--- config.mk ---
export PLATFORM = sky130hd
export DESIGN_NAME = instr_fetch
export DESIGN_NICKNAME = d
export VERILOG_FILES = /design/src/rtl/riscv_pkg.sv /design/src/rtl/instr_fetch_pc_reg.sv /design/src/rtl/instr_fetch.sv
export SDC_FILE = /design/constraint.sdc
export NUM_CORES = 1
export LEC_CHECK = 0
export BUFFER_PORTS_ARGS = -buffer_cell sky130_fd_sc_hd__buf_4
export CAP_MARGIN = 20
export CORE_MARGIN = 2
export CORE_UTILIZATION = 50
export CTS_BUF_LIST = sky130_fd_sc_hd__clkbuf_16
export CTS_CLUSTER_SIZE = 20
export DETAILED_ROUTE_END_ITERATION = 8
export PLACE_DENSITY = 0.89
export SYNTH_ARGS = -nofsm -noshare
export SYNTH_HDL_FRONTEND = slang
export SYNTH_SLANG_ARGS = --single-unit
export TNS_END_PERCENT = 20
--- constraint.sdc ---
create_clock -name clk -period 3.8 [get_ports clk]
set_input_delay 0 -clock clk [delete_from_list [all_inputs] [get_ports clk]]
set_output_delay 0 -clock clk [all_outputs]
set_load 0.005 [all_outputs]
--- src/rtl/riscv_pkg.sv ---
// Shared RISC-V core definitions used by the fetch stage.
package riscv_pkg;

  localparam logic [31:0] NOP_INSTR = 32'h0000_0013;  // addi x0, x0, 0
  localparam int          PC_STEP   = 4;

  typedef enum logic [1:0] {
    IDLE,
    REQ,
    VALID
  } fetch_state_t;

endpackage

--- src/rtl/instr_fetch_pc_reg.sv ---
// Fetch program counter: word-aligned load with priority over a wrapping increment.
module pc_reg
  import riscv_pkg::*;
#(
  parameter int          WIDTH    = 32,
  parameter logic [31:0] RESET_PC = 32'h0000_0000
) (
  input  logic             clk,
  input  logic             rst,
  input  logic             load,
  input  logic [WIDTH-1:0] load_pc,
  input  logic             inc,
  output logic [WIDTH-1:0] pc
);

  // Masking the low bits keeps every fetch address word aligned.
  // The increment wraps naturally modulo 2^WIDTH.
  always_ff @(posedge clk) begin
    if (rst)       pc <= WIDTH'(RESET_PC);
    else if (load) pc <= load_pc & ~WIDTH'(3);
    else if (inc)  pc <= pc + WIDTH'(PC_STEP);
  end

endmodule

--- src/rtl/instr_fetch.sv ---
// Instruction fetch stage: owns the fetch PC, issues req/ack word fetches,
// and holds the fetched word in an instruction register until consumed.
module instr_fetch
  import riscv_pkg::*;
#(
  parameter int          WIDTH    = 32,
  parameter logic [31:0] RESET_PC = 32'h0000_0000
) (
  input  logic             clk,
  input  logic             rst,
  output logic             imem_req,
  output logic [WIDTH-1:0] imem_addr,
  input  logic             imem_ack,
  input  logic [WIDTH-1:0] imem_rdata,
  input  logic             stall,
  input  logic             redirect,
  input  logic [WIDTH-1:0] redirect_pc,
  output logic [WIDTH-1:0] opcode,
  output logic [WIDTH-1:0] pc,
  output logic             valid
);

  fetch_state_t     state;
  logic [WIDTH-1:0] fetch_pc;
  logic             fetch_done;

  // A completed transfer only counts in REQ and never alongside a redirect,
  // so an ack racing a redirect cannot advance the PC.
  assign fetch_done = (state == REQ) && imem_ack && !redirect;

  pc_reg #(
    .WIDTH    (WIDTH),
    .RESET_PC (RESET_PC)
  ) u_pc_reg (
    .clk     (clk),
    .rst     (rst),
    .load    (redirect),
    .load_pc (redirect_pc),
    .inc     (fetch_done),
    .pc      (fetch_pc)
  );

  // Request and address are decoded straight from registered state.
  assign imem_req  = (state == REQ);
  assign imem_addr = fetch_pc;

  // Fetch FSM and instruction register; reset beats redirect beats everything else.
  always_ff @(posedge clk) begin
    if (rst) begin
      state  <= IDLE;
      opcode <= WIDTH'(NOP_INSTR);
      pc     <= WIDTH'(RESET_PC);
      valid  <= 1'b0;
    end else if (redirect) begin
      state  <= REQ;
      opcode <= WIDTH'(NOP_INSTR);
      valid  <= 1'b0;
    end else begin
      case (state)
        IDLE: state <= REQ;
        REQ: begin
          if (imem_ack) begin
            opcode <= imem_rdata;
            pc     <= fetch_pc;
            valid  <= 1'b1;
            state  <= VALID;
          end
        end
        VALID: begin
          if (!stall) begin
            valid <= 1'b0;
            state <= REQ;
          end
        end
        default: state <= IDLE;
      endcase
    end
  end

endmodule

Word-level counts from Yosys, hierarchy flattened. Cells that the tools add are included. Widths: inputs -> output; s select.

Word-level logic and storage cells: 36. Output and inout bits: 98. Input port bits: 69. Bits in registers: 99.

Equal/unequal tests: 6. Reductions and logical operators: 12. Add/subtract/negate cells: 1. Muxes and demuxes: 9. Bitwise logic cells: 1.

Operators by type and width (number): $mux 32 (2); $add 32x3->32 const B (1); $pmux 2 s3 (1); $reduce_and 2->1 (3); $reduce_and 3->1 (2); $mux 2 (2); $reduce_bool 2->1 (2); $mux 1 (3); $ne 3x1->1 const B (1); $ne 3x3->1 const B (1); $eq 2x1->1 const B (1); $eq 2x2->1 const B (1); $logic_and 1x1->1 (2); $logic_not 2->1 (1); $ne 2x1->1 const B (1); $ne 2x2->1 const B (1); $pmux 1 s2 (1); $reduce_or 2->1 (1); $logic_not 1->1 (1); $not 1->1 (1).

Logic depth before layout (Yosys ltp).
Depth in word-level cells: 5. Depth in mapped cells: 9. Mapped depth without buffers: 7.

Cells and area by module. From an unflattened synthesis, not the netlist that was laid out.

Cells, all modules: 558. Area, all modules: 4345.4 sq um.

Modules (own cells, without submodules): instr_fetch (area each 2416.1 sq um, instances 1, cells an instance 307); pc_reg (area each 1929.4 sq um, instances 1, cells an instance 251).

Worst setup path before layout. OpenSTA, ideal clock, no wires.

Kind: reg2reg. Start point: reg state[1]. End point: reg u_pc_reg.pc[28]. Arrival: 1.841 ns. Library setup time: 0.091 ns. Required time: 3.709 ns. Cell stages (with the launch flop): 8. Period minus slack after synthesis: 1.932 ns. Path slack: 1.868 ns. Cells stage by stage: dfxtp_1 -> inv_1 -> ha_1 -> and3_1 -> clkbuf_1 -> nand2_1 -> or4_1 -> a311oi_1.

Cells in the longest elaborated chain, start to end: 4.

RTL lines: start: declaration (line instr_fetch.sv:23) `fetch_state_t state;`; start signal: assignment (line instr_fetch.sv:50) `state <= IDLE;`; start signal: assignment (line instr_fetch.sv:55) `state <= REQ;`; start signal: assignment (line instr_fetch.sv:60) `IDLE: state <= REQ;`; $eq 2x1->1; named net imem_req (line instr_fetch.sv:11) `output logic imem_req,`; $logic_and 1x1->1 (2 in a row) (line instr_fetch.sv:29) `assign fetch_done = (state == REQ) && imem_ack && !redirect;`; $reduce_bool 2->1 (no line); end signal: assignment (line instr_fetch_pc_reg.sv:19) `if (rst) pc <= WIDTH'(RESET_PC);`; end signal: assignment (line instr_fetch_pc_reg.sv:20) `else if (load) pc <= load_pc & ~WIDTH'(3);`; end signal: assignment (line instr_fetch_pc_reg.sv:21) `else if (inc) pc <= pc + WIDTH'(PC_STEP);`; end: declaration (line instr_fetch_pc_reg.sv:13) `output logic [WIDTH-1:0] pc`.

The timed path passes the listed nets, and every way through them passes these cells. A chain may end at the register's enable or synchronous reset.

Worst setup path after layout.
Start point: reg state[1]. End point: reg u_pc_reg.pc[22].

Cells in the longest elaborated chain, start to end: 4.

RTL lines (line): $eq 2x1->1 (instr_fetch.sv:29); $logic_and 1x1->1 (2 in a row) (instr_fetch.sv:29); $reduce_bool 2->1 (no line).

No other way between the ends.

==> out/metrics.yaml <==
core_area_um2: 7730
design_area_um2: 6140
rows: 32
diodes: 0
crit_chain: "inv_1 -> ha_1 -> and3_1 -> and3_1 -> nand3_1 -> xor2_1 -> a211oi_1"
clk_pin_slew_ns: 0.07
port_buffers: 160
synthArstFlopShare: 0
overflow: 0
largest_register_ffs: 32
cts_sinks: 95
cts_resized: 0
drt-initial-drc-count: 191
design.die.area_um2: 8730
finalSetupTns_ns: 0
synth_top_family_by_area: "simple AND/OR/NAND/NOR gates"
rsz0062_at_grt: "false"
required_ns: 4.03
synth_area_leaders: "dfxtp_1, nand2_1, a21oi_1"
leakagePower_nw: 2.52
synthAdderAreaFrac: 0.0188
period_needed_ns: 2.14
synth_compound_area_frac: 0.136
crit_fanout: 6
wl_per_cell_um: 15.7
tritoncts: "yes"
cts.path.max_buffers: 2
synth_top_area_share: 0.475
fin_util: 0.795
cp-startpoint: "state[1]$_SDFFE_PP0P_"
power_density_nw_per_um2: 370
clock.fmax_mhz: 468
yosysTopAreaCell: "dfxtp_1"
areaGrowthSynthToFinish_pct: 53.5
via_per_inst: 5.36
cpLargestDelayFamily: "simple AND/OR/NAND/NOR gates"
end_kind: "register"
grt_usage: 0.289
ios: 167
dp.cells: 734
die_x_um: 93.5
ant_nets: 0
worst_slack_ns: 1.66
critical_path_class: "register to register"
layout.nets: 778
yosys.cell_types.count: 36
synth_xor_area_frac: 0.0613
crit_end: "u_pc_reg.pc[22]$_SDFFE_PP0P_"
yosys_warnings: 0
yosys_register_bits: 95
synthMuxAreaShare: 0.00250
synthCells: 503
synth_top_cells_by_count: "nand2_1, dfxtp_1, a21oi_1, nor2_1, clkbuf_1"
grt_pass1_wl_mm: 20.1
root_buffer: "clkbuf_16"
drv_slew: 0
avgSynthCellArea_um2: 7.95
firstDrtPassIters: 5
gp_congestion: 0.790
die_h_um: 93.5
reg2reg_setup_slack_ns: 1.66
synth-seq-area-share: 0.475
clkLatencyLatePin_ns: 0.33
relSlewSlack: 0.577
grt_pass1_vias: 4277
yosysMostFrequentCell: "nand2_1"
rr_startpoint: "state[1]$_SDFFE_PP0P_"
place_ws_ns: 1.68
finalSetupViolCount: 0
max_stage_delay_ns: 0.36
final_layout_size_suffix_gt1_frac: 0.266
grt_max_degree: 64
hold_path.class: "primary input to register"
wl_mm: 12.7
cp_num_buf_inv: 1
irDropWorstVdd_mv: 0.263
timing.final.crit_share: 0.563
dpl-instance-area_um2: 5240
reg2regPathDepth: 7
drc_errors: 0
synth_area_um2: 4000
cp.depth: 7
final_hold_viol_count: 0
worst-endpoint-arrival_ns: 2.37
holdWs_ns: 0.0212
tightestPinTransition_ns: 0.634
finalClockSkew_ns: 0.00506
fill_cells: 465
crit_path_top_delay_cell: "and3_1"
multiInputGateArea_um2: 1940
r2r_end: "u_pc_reg.pc[22]$_SDFFE_PP0P_"
initial_core_util: 0.518
instances_no_fill: 810
cts_max_level: 3
total_power_mw: 2.28
critPathLaunchType: "register"
vias: 4345
max-cap-violations: 0
antenna_found_initial: 0
crit_path_frequent_cell: "and3_1"
ff_latch_area_um2: 1900
status: "finished clean"
synth_edf_count: 0
ys.flop_type: "dfxtp_1"
yosys.area_share.simple: 0.260
cts_buffers: 9
dp_hpwl_mm: 7.73
[cell type report]
class,count,share of cell area
multi-input combinational,368,0.315
tap,102,0.0208
clock buffer,9,0.0367
inverter,5,0.00305
clock inverter,7,0.0106
timing repair buffer,224,0.304
sequential,95,0.310
[worst min path at each step]
| stage | slack (ns) | end | startpoint | cells after the start |
|---|---|---|---|---|
| 6_report | 0.02 | u_pc_reg.pc[7]$_SDFFE_PP0P_ | redirect | 3 |
| 5_1_grt | 0.01 | u_pc_reg.pc[24]$_SDFFE_PP0P_ | redirect_pc[24] | 3 |
| 4_1_cts | 0.004 | u_pc_reg.pc[21]$_SDFFE_PP0P_ | redirect_pc[21] | 3 |
| 3_5_place_dp | 0.22 | opcode[0]$_SDFFE_PP1P_ | imem_rdata[0] | 3 |
| 3_3_place_gp | 0.21 | opcode[4]$_SDFFE_PP1P_ | imem_rdata[4] | 3 |
| 2_1_floorplan | 0.12 | opcode[0]$_SDFFE_PP1P_ | imem_rdata[0] | 2 |
[worst register-to-register path, delay by kind of cell, from the launching register on]
family | cells | cell delay [ns]
and+or+nand+nor | 3 | 0.85
DFF | 1 | 0.34
AOI/OAI and AO/OA | 1 | 0.29
adders and majority gates | 1 | 0.27
xor gates and xnor gates | 1 | 0.18
buffers and inverters | 1 | 0.10
[layer usage]
layer | share of wire | track usage | wire [µm] | vias to the layer above
met5 | 0 | 0 | 0 | -
met4 | 0.027 | 0.118 | 343 | 0
met3 | 0.083 | 0.0919 | 1050 | 36
met2 | 0.50 | 0.514 | 6340 | 210
met1 | 0.39 | 0.316 | 5020 | 2026
li1 | - | - | - | 2073
[where the power goes]
| part | switching [mW] | leakage, nW | internal, mW |
|---|---|---|---|
| sequential | 0.0473 | 0.775 | 1.03 |
| clock | 0.380 | 0.138 | 0.505 |
| combinational | 0.137 | 1.61 | 0.173 |
| total | 0.565 | 2.52 | 1.71 |
[cell usage in the layout (no fill, tap or decap), types with 2 or more instances in the layout]
cell / instances
buf_4: 163
nand2_1: 146
dfxtp_1: 95
a21oi_1: 71
dlygate4sd3_1: 59
nor2_1: 32
a211oi_1: 19
nand3_1: 17
xnor2_1: 17
xor2_1: 11
clkbuf_16: 9
nand4_1: 8
inv_1: 6
ha_1: 6
and2_1: 4
nor3_1: 4
conb_1: 4
and3_1: 3
and4_1: 3
o21ai_0: 3
nor4_2: 3
nor4_1: 2
a311oi_1: 2
clkinv_1: 2
clkinvlp_4: 2
buf_16: 2
[cell families after synthesis]
group,Yosys count
AND/OR/NAND/NOR,232
AO/OA/AOI/OAI,97
flip-flops,95
buffers and inverters,43
XOR/XNOR,28
adder cells (fa/ha/maj),6
other,1
multiplexers,1
[what timing repair did]
action | 4_1_cts | 5_1_grt
setup buffers | 0 | 0
hold buffers | 58 | 1
endpoints found under the hold margin | 58 | 1
Note: power is estimated with default switching activity, not from simulation.
